**src/rtl/uart_pkg.sv**
```systemverilog
// uart_pkg: shared constants and FSM encoding for the UART transmit arbiter.
package uart_pkg;
    localparam int BYTE_W           = 8;
    localparam int ACK_TIMEOUT_DEF  = 16;
    localparam int LOCK_TIMEOUT_DEF = 4096;
    typedef enum logic [2:0] {IDLE, LOAD, START, WAIT_ACK, WAIT_DONE} state_t;
endpackage

```
**src/rtl/uart_tx_arbiter_rr_arbiter.sv**
```systemverilog
// rr_arbiter: combinational round-robin pick, searching upward from i_ptr with wrap.
module rr_arbiter #(
    parameter int NUM_REQ = 3,
    localparam int IW = (NUM_REQ > 1) ? $clog2(NUM_REQ) : 1
) (
    input  logic [NUM_REQ-1:0] i_req,
    input  logic [IW-1:0]      i_ptr,
    output logic [NUM_REQ-1:0] o_gnt,
    output logic [IW-1:0]      o_idx,
    output logic               o_any
);
    always_comb begin
        int j;
        o_gnt = '0;
        o_idx = '0;
        o_any = 1'b0;
        j     = 0;
        // Walk from the farthest offset back to the pointer so the nearest requester wins.
        for (int k = NUM_REQ - 1; k >= 0; k--) begin
            j = int'(i_ptr) + k;
            if (j >= NUM_REQ) j = j - NUM_REQ;
            if (i_req[j]) begin
                o_gnt = NUM_REQ'(1) << j;
                o_idx = IW'(j);
                o_any = 1'b1;
            end
        end
    end
endmodule

```
**src/rtl/uart_tx_arbiter.sv**
```systemverilog
// uart_tx_arbiter: round-robin, packet-locking arbiter sharing one uart_tx between producers,
// with start/busy handshake sequencing and ACK/lock timeouts.
module uart_tx_arbiter
    import uart_pkg::*;
#(
    parameter int NUM_REQ      = 3,
    parameter int ACK_TIMEOUT  = ACK_TIMEOUT_DEF,
    parameter int LOCK_TIMEOUT = LOCK_TIMEOUT_DEF
) (
    input  logic                      clk,
    input  logic                      rst,
    input  logic [NUM_REQ-1:0]        i_req_valid,
    input  logic [BYTE_W*NUM_REQ-1:0] i_req_data,
    input  logic [NUM_REQ-1:0]        i_req_last,
    output logic [NUM_REQ-1:0]        o_req_ready,
    output logic [NUM_REQ-1:0]        o_grant,
    output logic                      o_tx_start,
    output logic [BYTE_W-1:0]         o_tx_data,
    input  logic                      i_tx_busy,
    output logic                      o_arb_busy,
    output logic                      o_err_timeout
);
    localparam int IW = (NUM_REQ > 1) ? $clog2(NUM_REQ) : 1;
    localparam int AW = $clog2(ACK_TIMEOUT);
    localparam int LW = $clog2(LOCK_TIMEOUT);

    state_t              r_state;
    logic [NUM_REQ-1:0]  r_grant, r_req_ready;
    logic [IW-1:0]       r_owner, r_ptr;
    logic                r_lock, r_last, r_tx_start, r_err;
    logic [BYTE_W-1:0]   r_tx_data;
    logic [AW-1:0]       r_ack_cnt;
    logic [LW-1:0]       r_lock_cnt;
    logic [NUM_REQ-1:0]  w_gnt;
    logic [IW-1:0]       w_idx, w_owner_next;
    logic                w_any;

    rr_arbiter #(.NUM_REQ(NUM_REQ)) u_rr (
        .i_req(i_req_valid),
        .i_ptr(r_ptr),
        .o_gnt(w_gnt),
        .o_idx(w_idx),
        .o_any(w_any)
    );

    assign w_owner_next = (r_owner == IW'(NUM_REQ - 1)) ? '0 : r_owner + 1'b1;

    always_ff @(posedge clk or negedge rst) begin
        if (!rst) begin
            r_state     <= IDLE;
            r_grant     <= '0;
            r_req_ready <= '0;
            r_owner     <= '0;
            r_ptr       <= '0;
            r_lock      <= 1'b0;
            r_last      <= 1'b0;
            r_tx_start  <= 1'b0;
            r_err       <= 1'b0;
            r_tx_data   <= '0;
            r_ack_cnt   <= '0;
            r_lock_cnt  <= '0;
        end else begin
            r_req_ready <= '0;
            r_tx_start  <= 1'b0;
            case (r_state)
                // A foreign driver holding tx_busy keeps the arbiter parked here.
                IDLE: if (!i_tx_busy) begin
                    if (r_lock) begin
                        if (i_req_valid[r_owner]) begin
                            r_req_ready <= r_grant;
                            r_state     <= LOAD;
                        end else if (r_lock_cnt == LW'(LOCK_TIMEOUT - 1)) begin
                            r_err   <= 1'b1;
                            r_lock  <= 1'b0;
                            r_grant <= '0;
                            r_ptr   <= w_owner_next;
                        end else begin
                            r_lock_cnt <= r_lock_cnt + 1'b1;
                        end
                    end else if (w_any) begin
                        r_grant     <= w_gnt;
                        r_owner     <= w_idx;
                        r_req_ready <= w_gnt;
                        r_state     <= LOAD;
                    end
                end
                LOAD: begin
                    r_tx_data  <= i_req_data[BYTE_W*r_owner +: BYTE_W];
                    r_last     <= i_req_last[r_owner];
                    r_tx_start <= 1'b1;
                    r_ack_cnt  <= '0;
                    r_lock_cnt <= '0;
                    r_state    <= START;
                end
                // The start-pulse cycle already counts toward the ACK window.
                START: begin
                    r_ack_cnt <= r_ack_cnt + 1'b1;
                    r_state   <= WAIT_ACK;
                end
                WAIT_ACK: if (i_tx_busy) begin
                    r_state <= WAIT_DONE;
                end else if (r_ack_cnt == AW'(ACK_TIMEOUT - 1)) begin
                    r_err   <= 1'b1;
                    r_lock  <= 1'b0;
                    r_grant <= '0;
                    r_state <= IDLE;
                end else begin
                    r_ack_cnt <= r_ack_cnt + 1'b1;
                end
                WAIT_DONE: if (!i_tx_busy) begin
                    r_state <= IDLE;
                    r_lock  <= !r_last;
                    if (r_last) begin
                        r_grant <= '0;
                        r_ptr   <= w_owner_next;
                    end
                end
                default: r_state <= IDLE;
            endcase
        end
    end

    assign o_req_ready   = r_req_ready;
    assign o_grant       = r_grant;
    assign o_tx_start    = r_tx_start;
    assign o_tx_data     = r_tx_data;
    assign o_arb_busy    = r_state != IDLE;
    assign o_err_timeout = r_err;
endmodule

```
**config.mk**
```make
export PLATFORM = sky130hd
export DESIGN_NAME = uart_tx_arbiter
export DESIGN_NICKNAME = d
export VERILOG_FILES = /design/src/rtl/uart_pkg.sv /design/src/rtl/uart_tx_arbiter_rr_arbiter.sv /design/src/rtl/uart_tx_arbiter.sv
export SDC_FILE = /design/constraint.sdc
export NUM_CORES = 1
export LEC_CHECK = 0
export BUFFER_PORTS_ARGS = -buffer_cell sky130_fd_sc_hd__buf_2
export CAP_MARGIN = 20
export CORE_UTILIZATION = 50
export CTS_CLUSTER_DIAMETER = 30
export CTS_CLUSTER_SIZE = 28
export DETAILED_ROUTE_END_ITERATION = 10
export GPL_TIMING_DRIVEN = 0
export PLACE_DENSITY = 0.86
export SETUP_SLACK_MARGIN = 0.1
export SLEW_MARGIN = 20
export SYNTH_ARGS = -nofsm -noshare
export SYNTH_HDL_FRONTEND = slang
export SYNTH_SLANG_ARGS = --single-unit
```
**constraint.sdc**
```tcl
create_clock -name clk -period 1.9 [get_ports clk]
set_input_delay 0.38 -clock clk [delete_from_list [all_inputs] [get_ports clk]]
set_output_delay 0.38 -clock clk [all_outputs]
set_load 0.02 [all_outputs]
```
Yosys cells after proc, flatten, opt, wreduce, memory -nomap -nowiden
Index checks and enable logic that the tools add are counted.
- flip-flop bits (word level): 41
- latch bits: 0
- RAM bits: 0
- ROM bits: 0
- input bits: 33
- output and inout bits: 17
- logic and storage cells: 150
- memories: 0
- add/subtract/negate cells: 8
- multipliers: 0
- divide/modulo/power cells: 0
- $lt $le $gt $ge: 7
- eq/ne operators: 22
- shift-type cells: 4
- mux-type cells: 79
- bitwise operators: 2
- reduce and logical (&&, ||, !) cells: 16
- operators by type and width (operator ; number):
    < comparator 32 x 4 -> 1 bit, second input constant ; 3
    2-to-1 mux 32 bit ; 3
    left shift 1 x 32 -> 3 bit, first input constant ; 3
    2-to-1 mux 3 bit ; 23
    greater-or-equal comparator 32 x 3 -> 1 bit, second input constant ; 2
    subtractor 32 x 3 -> 32 bit, second input constant ; 2
    2-to-1 mux 12 bit ; 4
    2-to-1 mux 1 bit ; 25
    case mux 12 bit (2 select lines) ; 1
    variable part select 24 x 6 -> 8 bit ; 1
    2-to-1 mux 2 bit ; 10
    != test 2 bit, second input constant ; 10
    case mux 3 bit (5 select lines) ; 1
    AND reduction 5 bit ; 3
    AND reduction 7 bit ; 2
    adder 12 x 1 -> 12 bit, second input constant ; 1
    == test 12 bit, second input constant ; 1
    != test 3 bit, second input constant ; 4
    case mux 4 bit (3 select lines) ; 1
    binary-select mux 1 bit (select 2 bit) ; 5
    case mux 3 bit (3 select lines) ; 1
    AND reduction 9 bit ; 1
    nonzero test 3 bit ; 3
    2-to-1 mux 4 bit ; 2
    22 further kinds ; 26

Depth between registers and ports, before layout
Gate-level depths: netlist of run 1.
- depth in word-level cells: 13
- mapped depth: 8
- depth with buffers taken out: 7

Hierarchy
From an unflattened synthesis of run 1, not the netlist that was laid out.
- cells, all modules: 270
- area, all modules: 2552.4 um2
- by module, submodules not included (module ; times used ; cells an instance ; area an instance (um2) ; seq. area each (um2)):
    uart_tx_arbiter ; 1 ; 225 ; 2207.1 ; 1026.0
    rr_arbiter ; 1 ; 45 ; 345.3 ; 0.0

Worst setup path before layout of run 1
No wires, ideal clock.
- path type: reg-to-reg
- from: register r_ptr[1]
- to: register r_req_ready[0], in the netlist o_req_ready[0]
- library setup time: 0.086 ns
- data arrival time: 1.824 ns
- data required time: 1.814 ns
- slack: -0.011 ns
- stages on the path, launching flop included: 9
- path buffers: 1
- clock period less this slack: 1.911 ns
- cell sequence: dfrtp_1 > inv_1 > ha_1 > clkbuf_1 > or3b_2 > o22ai_1 > a211o_1 > a32oi_1 > nor3_1
- cells in the longest elaborated chain, start to end: 13
- elaborated cells on any way between the ends: 33
- those cells by class: add/sub: 5; order compare: 3; shift: 3; mux: 22
- ends and longest elaborated chain (item ; RTL line ; RTL):
    from (decl) ; uart_tx_arbiter.sv:29 ; logic [IW-1:0] r_owner, r_ptr;
    from (signal assigned) ; uart_tx_arbiter.sv:76 ; r_ptr <= w_owner_next;
    from (signal assigned) ; uart_tx_arbiter.sv:115 ; r_ptr <= w_owner_next;
    adder 2 x 2 -> 3 bit ; uart_tx_arbiter_rr_arbiter.sv:20 ; j = int'(i_ptr) + k;
    subtractor 32 x 3 -> 32 bit or greater-or-equal comparator 32 x 3 -> 1 bit (tied branches) ; uart_tx_arbiter_rr_arbiter.sv:21 ; if (j >= NUM_REQ) j = j - NUM_REQ;
    2-to-1 mux 32 bit ; uart_tx_arbiter_rr_arbiter.sv:21 ;
    binary-select mux 1 bit (select 2 bit) ; uart_tx_arbiter_rr_arbiter.sv:22 ; if (i_req[j]) begin
    2-to-1 mux 1 bit (not written as such) (2 in series) ; uart_tx_arbiter_rr_arbiter.sv:22 ;
    2-to-1 mux 3 bit or 2-to-1 mux 1 bit (tied branches) (3 in series) ; uart_tx_arbiter_rr_arbiter.sv:22 ;
    2-to-1 mux 3 bit (*) ; uart_tx_arbiter.sv:80 ; end else if (w_any) begin
    2-to-1 mux 3 bit (*) ; uart_tx_arbiter.sv:68 ; if (r_lock) begin
    2-to-1 mux 3 bit (*) ; uart_tx_arbiter.sv:67 ; IDLE: if (!i_tx_busy) begin
    2-to-1 mux 3 bit (*) ; uart_tx_arbiter.sv:65 ; case (r_state)
    to (signal assigned) ; uart_tx_arbiter.sv:70 ; r_req_ready <= r_grant;
    to (signal assigned) ; uart_tx_arbiter.sv:83 ; r_req_ready <= w_gnt;
    to (decl) ; uart_tx_arbiter.sv:28 ; logic [NUM_REQ-1:0] r_grant, r_req_ready;
Mark *: on every way between the ends. The rest lies on a longest branch, timed or not. The select of a mux whose other input is x is not followed.
A chain may end at the register's enable or synchronous reset.

Final worst setup path of run 1
- from: register r_ptr[1]
- to: register r_owner[1]
- cells in the longest elaborated chain, start to end: 10
- elaborated cells on any way between the ends: 27
- those cells by class: add/sub: 5; order compare: 3; mux: 18; reduce/logical: 1
- ends and longest elaborated chain (item ; RTL line ; RTL):
    adder 2 x 2 -> 3 bit ; uart_tx_arbiter_rr_arbiter.sv:20 ;
    subtractor 32 x 3 -> 32 bit or greater-or-equal comparator 32 x 3 -> 1 bit (tied branches) ; uart_tx_arbiter_rr_arbiter.sv:21 ;
    2-to-1 mux 32 bit ; uart_tx_arbiter_rr_arbiter.sv:21 ;
    binary-select mux 1 bit (select 2 bit) ; uart_tx_arbiter_rr_arbiter.sv:22 ;
    2-to-1 mux 1 bit (not written as such) (2 in series) ; uart_tx_arbiter_rr_arbiter.sv:22 ;
    2-to-1 mux 1 bit (3 in series) ; uart_tx_arbiter_rr_arbiter.sv:22 ;
    AND reduction 4 bit (no source line) ; n/a ;
    to (signal assigned) ; uart_tx_arbiter.sv:82 ; r_owner <= w_idx;
    to (decl) ; uart_tx_arbiter.sv:29 ;
Several ways; a longest one is shown, not always the timed one. The select of a mux whose other input is x is not followed.

==> flow_metrics.tcl, run 1 <==
set metrics [dict create \
    num_io_pins 50 \
    wl_um 7110 \
    ys_warn_count 0 \
    synth.top_cells.by_count "dfrtp_1, nand2_1, o21ai_0" \
    worstMarginPinSlew_ns 0.881 \
    fin_ws_ns -0.236 \
    arrival_ns 2.38 \
    cp_cell_sequence "buf_6, ha_4, nor4bb_4, a31oi_1, or3_4, a211oi_4, nand2b_4" \
    die_w_um 74.1 \
    num_antenna_cells 0 \
    vias 2632 \
    synth_cells 295 \
    track_usage 0.269 \
    first_global_vias 2401 \
    vias_per_cell 6.11 \
    avgSynthCellArea_um2 8.81 \
    ys_types 54 \
    drc 0 \
    die_h_um 74.1 \
    cpMaxStageDelayCell "dfrtp_1" \
    violations "setup timing" \
    clk_latency_ns 0.31 \
    critPathBufInv 1 \
    crit_type "reg2reg" \
    required_ns 2.14 \
    maxSlewViolCount 0 \
    area_growth_pct 29.7 \
    cts_root_buffer "clkbuf_8" \
    synth_edf_count 0 \
    synth_top_area_share 0.395 \
    yosys.area.top_type "dfrtp_1" \
    start_util 0.536 \
    final_util 0.696 \
    cts_buffers 5 \
    max_freq_mhz 468 \
    drv_cap 0 \
    async_flop_share 1.00 \
    grt_pass1_wl_um 11200 \
    gp_congestion 0.931 \
    fin_crit_sh 1.12 \
    rsz0062_at_grt "true" \
    first_pass_iters 5 \
    critical-path-top-delay-family "simple AND/OR/NAND/NOR gates" \
    hold_path_class "in2async" \
    final_antenna_net_count 0 \
    synth-seq-area-share 0.395 \
    maxSlewHeadroom 0.413 \
    setup_viol 14 \
    core_um2 4850 \
    synth_ff_type "dfrtp_1" \
    hold_viol 0 \
    syn_area_um2 2600 \
    worstPathMaxFanout 5 \
    outcome "complete, but fails checks" \
    antenna_found_initial 0 \
    synth.area.top_cells "dfrtp_1, mux2i_1, o21ai_0" \
    routedWlPerCell_um 16.5 \
    port_buffers 46 \
    dieArea_um2 5490 \
    cts_tree "built" \
    yosysMostFrequentCell "dfrtp_1" \
    nNetsFinal 402 \
    dpl.hpwl_um 4280 \
    cts_buffer_depth 2 \
    end_kind "flop" \
    powerDensity_nw_per_um2 1460 \
    drt_iter0_markers 308 \
    core.rowCount 25 \
    cpPeakStageDelay_ns 0.42 \
    grt_max_degree 42 \
    period_minus_slack_ns 2.14 \
    drive_above_1_share 0.335 \
    clk_pin_slew_ns 0.08 \
    skew_ns 0.00764 \
    synth_nets 334 \
    finalNonFillerCells 431 \
    ir_drop_mv 0.920 \
    placed_cells 408 \
    clock_sinks 41 \
    synth_seq_cells 41 \
    p_leak_nw 1.47 \
    start_kind "flop" \
    grt_overflow 0 \
    htree_num_levels 2 \
]
-- path summary, 6_finish.rpt --
kind / startpoint / end / slack, ns / depth (start not counted)
min in group clk: i_req_data[22] / o_tx_data[6] / 0.35 / 3
min: rst / r_lock_cnt[4] / 0.18 / 1
min reg2reg: o_tx_data[4] / o_tx_data[4] / 0.48 / 2
max: r_ptr[1] / r_owner[1] / -0.24 / 7
max in group asynchronous: rst / r_ptr[0] / 1.10 / 1
max reg2reg: r_ptr[1] / r_owner[1] / -0.24 / 7
-- logic make-up after synthesis --
group,after synthesis,synth area share
simple gates,111,0.229
compound gates,82,0.207
flops,41,0.395
buf+inv,33,0.0563
mux,19,0.0746
fa+ha+maj,6,0.0289
xor+xnor,3,0.0101
-- layer usage --
metal  vias up  track usage  part of all wire
met3        27       0.0583             0.067
met4         0        0.105             0.031
met5         -            0                 0
met2       154        0.463              0.49
met1      1240        0.330              0.42
li1       1211            -                 -
-- state kept, by name, summed over array words and instances (netlist names) --
| signal | cells |
|---|---|
| r_ack_cnt | 4 |
| r_ptr | 2 |
| r_last | 1 |
| r_lock | 1 |
| r_state | 3 |
| o_req_ready | 3 |
| r_lock_cnt | 12 |
| o_tx_start | 1 |
| o_err_timeout | 1 |
| o_tx_data | 8 |
| o_grant | 3 |
| r_owner | 2 |
-- worst reg2reg max path, delay by kind of cell (launching register included) --
kind,cells,cell delay (ns)
AOI/OAI and AO/OA,2,0.45
adders and majority gates,1,0.24
buffers and inverters,1,0.13
DFF,1,0.42
and+or+nand+nor,3,0.85
-- final cells by class --
| class | count | area [um2] |
|---|---|---|
| well taps | 67 | 83.8 |
| clock buffers | 5 | 68.8 |
| plain buffers | 21 | 145 |
| flip-flops and latches | 41 | 1030 |
| repair buffers | 61 | 354 |
| clock inverters | 3 | 17.5 |
| fillers | 337 | 1480 |
| inverters | 12 | 45.0 |
| multi-input cells | 221 | 1630 |
-- through the flow --
step | hold WS, ns | power [W] | setup slack, ns | area [um2] | setup TNS [ns]
6_report | 0.182 | 0.00493 | -0.236 | 3370 | -1.21
3_5_place_dp | 0.470 | 0.00360 | -0.173 | 2950 | -1.21
5_1_grt | 0.261 | 0.00524 | -0.290 | 3370 | -2.69
3_3_place_gp | 0.458 | 0.00351 | -0.0975 | 2950 | -0.507
4_1_cts | 0.222 | 0.00464 | -0.0948 | 3290 | -0.347
2_1_floorplan | 0.0844 | 0.00301 | 0.0822 | 2630 | 0
-- layout by cell type (no fill, tap or decap), types with 4 or more instances in the layout --
cell type / instances
mux2i_1: 14
nand4_1: 5
o21ai_1: 4
buf_4: 13
dfrtp_1: 40
inv_1: 10
or3_1: 5
buf_2: 49
o31ai_1: 5
buf_6: 7
a21oi_1: 20
o21ai_0: 19
o2111ai_1: 4
clkbuf_1: 6
nand3_1: 9
nand2_1: 26
o211ai_1: 4
nand3b_1: 4
nor2_1: 23
nand2b_1: 8
clkbuf_8: 7
clkbuf_2: 4
or4_1: 5
-- what timing repair did --
action | 4_1_cts | 5_1_grt
setup endpoints to repair | 25 | 34
pin swaps | 15 | 9
hold buffers | 0 | 0
endpoints found under the hold margin | 0 | 0
setup buffers | 11 | 4
gates resized for setup | 40 | 17
cloned | 0 | 0
-- power breakdown --
part	total, W	internal [W]	switching (W)
logic	0.00304	0.00130	0.00174
registers	0.00131	0.00113	0.000180
clock network	0.000577	0.000254	0.000324
(Power assumes the default switching activity.)
==> run 2, diff against run 1 <==
--- a/config.mk
+++ b/config.mk
@@ -7,6 +7,7 @@
 export LEC_CHECK = 0
 export BUFFER_PORTS_ARGS = -buffer_cell sky130_fd_sc_hd__buf_2
 export CAP_MARGIN = 20
+export CORE_ASPECT_RATIO = 1.5
 export CORE_UTILIZATION = 50
 export CTS_CLUSTER_DIAMETER = 30
 export CTS_CLUSTER_SIZE = 28
==> constraint.sdc (replaced) <==
create_clock -name clk -period 1.9 [get_ports clk]
set_input_delay 0.095 -clock clk [delete_from_list [all_inputs] [get_ports clk]]
set_output_delay 0.095 -clock clk [all_outputs]
set_load 0.02 [all_outputs]
==> flow_metrics.tcl, run 2 (synthesized netlist as in run 1, its figures left out) <==
set metrics [dict create \
    outcome "complete, but fails checks" \
    violations "setup timing" \
    holdPathStages 3 \
    cts_buffer_depth 2 \
    start_kind "flop" \
    regMostFlops "r_lock_cnt" \
    grt_pass1_wl_um 12100 \
    intPower_w 0.00297 \
    gp_congestion 0.877 \
    clock_sinks 41 \
    placed_cell_area_um2 2940 \
    cpPeakStageDelay_ns 0.44 \
    worst-r2r-setup-slack_ns -0.22 \
    cpMaxStageDelayCell "dfrtp_1" \
    path_depth 7 \
    die_w_um 60.9 \
    p_switching_w 0.00227 \
    hold_viol 0 \
    arrival_ns 2.35 \
    powerDensity_nw_per_um2 1500 \
    fillers 355 \
    final_cell_mix "buf_2, dfrtp_1, nand2_1" \
    fin_area_um2 3490 \
    critPathBufInv 1 \
    fin_hold_ws_ns 0.0846 \
    track_usage 0.285 \
    grt_overflow 0 \
    nNetsFinal 409 \
    rr_endpoint "r_owner[1]" \
    vias 2625 \
    p_comb_frac 0.591 \
    core.rowCount 31 \
    cts_tree "built" \
    seq_power_share 0.250 \
    htree_num_levels 2 \
    p_sw_frac 0.434 \
    crit_start "r_ptr[1]" \
    drv_cap 0 \
    holdCritStartpoint "i_req_data[20]" \
    grt_max_degree 42 \
    first_pass_iters 4 \
    wl_um 7770 \
    core_um2 4930 \
    num_io_pins 50 \
    fin_ws_ns -0.221 \
    ir_drop_mv 0.683 \
    clk_pin_slew_ns 0.07 \
    fin_setup_tns_ns -0.800 \
    crit_type "reg2reg" \
    fin_crit_sh 1.12 \
    worstPathMaxFanout 5 \
    skew_ns 0.0147 \
    routedWlPerCell_um 17.8 \
    required_ns 2.13 \
    cts_buffers 5 \
    maxSlewViolCount 0 \
    start_util 0.528 \
    r2r_start "r_ptr[1]" \
    worstMarginPinSlew_ns 0.910 \
    period_minus_slack_ns 2.12 \
    end_kind "flop" \
    area_growth_pct 34.4 \
    maxSlewHeadroom 0.393 \
    final_util 0.709 \
    rsz0062_at_grt "true" \
    largest_reg_flops 12 \
    drive_above_1_share 0.350 \
    final_common_cell "buf_2" \
    place_ws_ns -0.212 \
    setup_viol 9 \
    cts_root_buffer "clkbuf_8" \
    final_antenna_net_count 0 \
    clk_latency_ns 0.30 \
    reg2reg_depth 7 \
    drt_iter0_markers 201 \
    dpl.hpwl_um 4460 \
    port_buffers 46 \
    vias_per_cell 6.01 \
    drc 0 \
    max_freq_mhz 472 \
    hold_path_class "in2reg" \
    critical-path-top-delay-family "simple AND/OR/NAND/NOR gates" \
    num_antenna_cells 0 \
    die_h_um 90.3 \
    power.clock.fraction 0.158 \
    first_global_vias 2660 \
    p_leak_nw 1.53 \
    dieArea_um2 5500 \
    crit_end "r_owner[1]" \
    antenna_found_initial 0 \
    cp_cell_sequence "inv_2, ha_4, mux2i_4, o21ai_1, or3_4, a211oi_4, nand2b_4" \
]
==> run 2: changes by cell type in the layout (fill, tap and decap cells not counted), sizes merged <==
cell / delta
dlygate4sd3: +1
clkinv: -1
bufinv: +2
clkinvlp: -1
buf: +6
==> run 2: layout make-up <==
| cell class | instances | area [um2] | share of cell area |
|---|---|---|---|
| plain buffers | 20 | 133 | 0.0380 |
| clock buffers | 5 | 68.8 | 0.0197 |
| clock inverters | 3 | 65.1 | 0.0186 |
| inverters | 12 | 45.0 | 0.0129 |
| multi-input cells | 221 | 1660 | 0.476 |
| flip-flops and latches | 41 | 1030 | 0.294 |
| well taps | 66 | 82.6 | 0.0236 |
| repair buffers | 69 | 407 | 0.116 |
==> run 2: through the flow <==
step	std cells	power, W
2_1_floorplan	295	0.00301
3_3_place_gp	407	0.00353
3_5_place_dp	407	0.00362
4_1_cts	431	0.00493
5_1_grt	437	0.00559
6_report	437	0.00524
==> run 2: worst min-delay path: cells and delay by family <==
family	cells	cell delay (ns)
AOI/OAI and AO/OA	2	0.17
buffers and inverters	1	0.08
==> run 2: timing repair <==
item / in CTS / in global routing
endpoints found under the hold margin: 41 / 0
gates resized for setup: 38 / 22
hold buffers: 1 / 0
endpoints found under the setup margin: 24 / 34
setup buffers: 14 / 9
gates cloned: 1 / 0
pin swaps: 22 / 11
==> run 2: worst min-delay path by stage <==
stage                    end  slack, ns
4_1_cts         o_tx_data[4]       0.08
3_3_place_gp      o_tx_start       0.27
5_1_grt         o_tx_data[1]       0.11
6_report        o_tx_data[4]       0.08
2_1_floorplan  o_err_timeout      -0.20
3_5_place_dp      o_tx_start       0.28
==> run 2: power by group through the flow <==
stage	sequential, W	clock, W	combinational, W
global route	0.00134	0.000875	0.00337
global placement	0.00130	0	0.00224
floorplan	0.00144	0	0.00157
CTS	0.00130	0.000842	0.00279
detailed placement	0.00131	0	0.00230
finish	0.00131	0.000830	0.00310
==> run 2: metal layers <==
layer	GRT usage	vias to the layer above	wire length (um)
met5	0	-	0
met4	0.127	0	310
met3	0.0573	34	347
met2	0.502	83	4340
met1	0.314	1282	2770
li1	-	1226	-
==> run 3, diff against run 2 <==
--- a/config.mk
+++ b/config.mk
@@ -7,13 +7,13 @@
 export LEC_CHECK = 0
 export BUFFER_PORTS_ARGS = -buffer_cell sky130_fd_sc_hd__buf_2
 export CAP_MARGIN = 20
-export CORE_ASPECT_RATIO = 1.5
-export CORE_UTILIZATION = 50
+export CORE_ASPECT_RATIO = 1.25
+export CORE_UTILIZATION = 55
 export CTS_CLUSTER_DIAMETER = 30
 export CTS_CLUSTER_SIZE = 28
 export DETAILED_ROUTE_END_ITERATION = 10
 export GPL_TIMING_DRIVEN = 0
-export PLACE_DENSITY = 0.86
+export PLACE_DENSITY = 0.89
 export SETUP_SLACK_MARGIN = 0.1
 export SLEW_MARGIN = 20
 export SYNTH_ARGS = -nofsm -noshare
==> constraint.sdc (replaced) <==
create_clock -name clk -period 2.5 [get_ports clk]
set_input_delay 0.125 -clock clk [delete_from_list [all_inputs] [get_ports clk]]
set_output_delay 0.125 -clock clk [all_outputs]
set_load 0.02 [all_outputs]
==> flow_metrics.tcl, run 3 (synthesized netlist as in run 1, its figures left out) <==
set metrics [dict create \
    met3_usage 0.0474 \
    die_h_um 78.9 \
    port_buffers 46 \
    final_cell_mix "buf_2, dfrtp_1, nand2_1" \
    area_growth_pct 16.7 \
    cts_tree "built" \
    cp_cell_sequence "inv_1, ha_1, clkbuf_1, mux2i_1, o21ai_0, a211o_1, a32oi_1, nor3_1" \
    track_usage 0.267 \
    rsz0062_at_grt "false" \
    fin_hold_ws_ns 0.111 \
    busiest_layer "met2" \
    drv_cap 0 \
    min_to "o_tx_data[5]" \
    grt_use_met2 0.484 \
    clk_pin_slew_ns 0.09 \
    cts_buffers 5 \
    first_pass_iters 4 \
    maxSlewHeadroom 0.403 \
    wl_um 6250 \
    regMostFlops "r_lock_cnt" \
    met1_usage 0.298 \
    reg2reg_depth 8 \
    core_um2 4460 \
    crit_type "reg2reg" \
    maxSlewViolCount 0 \
    fin_ws_ns 0.286 \
    hold_path_class "in2reg" \
    outcome "completed" \
    cts_buffer_depth 2 \
    num_antenna_cells 0 \
    powerDensity_nw_per_um2 1080 \
    required_ns 2.67 \
    dpl.hpwl_um 4440 \
    htree_num_levels 2 \
    final_common_cell "buf_2" \
    vias_per_cell 5.98 \
    max_freq_mhz 452 \
    nNetsFinal 388 \
    dieArea_um2 5010 \
    drt_iter0_markers 149 \
    gp_congestion 0.871 \
    core.rowCount 27 \
    holdCritStartpoint "i_req_data[21]" \
    place_ws_ns 0.230 \
    cpPeakStageDelay_ns 0.40 \
    worstMarginPinSlew_ns 0.895 \
    worst-r2r-setup-slack_ns 0.29 \
    clock_sinks 41 \
    setup_viol 0 \
    routedWlPerCell_um 15.3 \
    placed_cell_area_um2 2900 \
    skew_ns 0.00954 \
    drc 0 \
    rr_endpoint "o_req_ready[0]" \
    vias 2441 \
    grt_overflow 0 \
    drive_above_1_share 0.203 \
    arrival_ns 2.38 \
    clk_latency_ns 0.30 \
    r2r_start "r_ptr[0]" \
    fin_setup_tns_ns 0 \
    start_kind "flop" \
    period_minus_slack_ns 2.21 \
    end_kind "flop" \
    fin_area_um2 3030 \
    first_global_vias 2436 \
    num_io_pins 50 \
    crit_start "r_ptr[0]" \
    start_util 0.583 \
    antenna_found_initial 0 \
    ir_drop_mv 0.550 \
    cpMaxStageDelayCell "dfrtp_1" \
    grt_max_degree 42 \
    final_antenna_net_count 0 \
    worstPathMaxFanout 10 \
    die_w_um 63.5 \
    fin_crit_sh 0.886 \
    cts_root_buffer "clkbuf_8" \
    grt_pass1_wl_um 10600 \
    final_util 0.680 \
    holdPathStages 3 \
    hold_viol 0 \
    p_leak_nw 1.34 \
    largest_reg_flops 12 \
]
==> run 3: how the worst max path moves through the flow <==
stage,cells past startpoint,slack [ns],endpoint
final,8,0.29,o_req_ready[0]
after global routing,8,0.14,r_state[0]
after global placement,8,0.30,o_req_ready[0]
after floorplan,8,0.59,o_req_ready[0]
after CTS,8,0.22,r_state[0]
after detailed placement,8,0.23,o_req_ready[0]
==> run 3: cell type report <==
type	count	area (um2)
timing repair buffer	47	240
inverter	12	45.0
buffer	21	103
multi-input combinational	221	1430
clock inverter	2	37.5
sequential	41	1030
fill	360	1430
tap	58	72.6
clock buffer	6	82.6
==> run 3: through the flow <==
stage | std cells | total power, W
3_3_place_gp | 399 | 0.00263
4_1_cts | 408 | 0.00328
5_1_grt | 408 | 0.00352
3_5_place_dp | 399 | 0.00270
6_report | 408 | 0.00328
2_1_floorplan | 295 | 0.00225
==> run 3: what timing repair did <==
item	CTS	global route
buffers inserted	0	0
endpoints found under the hold margin	26	0
endpoints found under the setup margin	0	1
hold buffers	1	0
resized for setup	0	2
==> run 3: power by group <==
group	switching, W	leakage, nW	internal, W	total [W]
registers	0.000119	0.536	0.000858	0.000978
clock network	0.000238	0.0574	0.000325	0.000563
logic	0.00110	0.748	0.000644	0.00174
==> run 3: worst max-delay path, delay by kind of cell, from the launching register on <==
kind / cells / cell delay [ns]
compound gates: 3 / 0.58
fa+ha+maj: 1 / 0.36
buf+inv: 2 / 0.43
flops: 1 / 0.40
mux: 1 / 0.23
simple gates: 1 / 0.08
==> run 3: routing by layer <==
| layer | wire (um) | vias to the layer above |
|---|---|---|
| met5 | 0 | - |
| met4 | 146 | 0 |
| met2 | 3280 | 89 |
| li1 | - | 1190 |
| met1 | 2570 | 1141 |
| met3 | 255 | 21 |
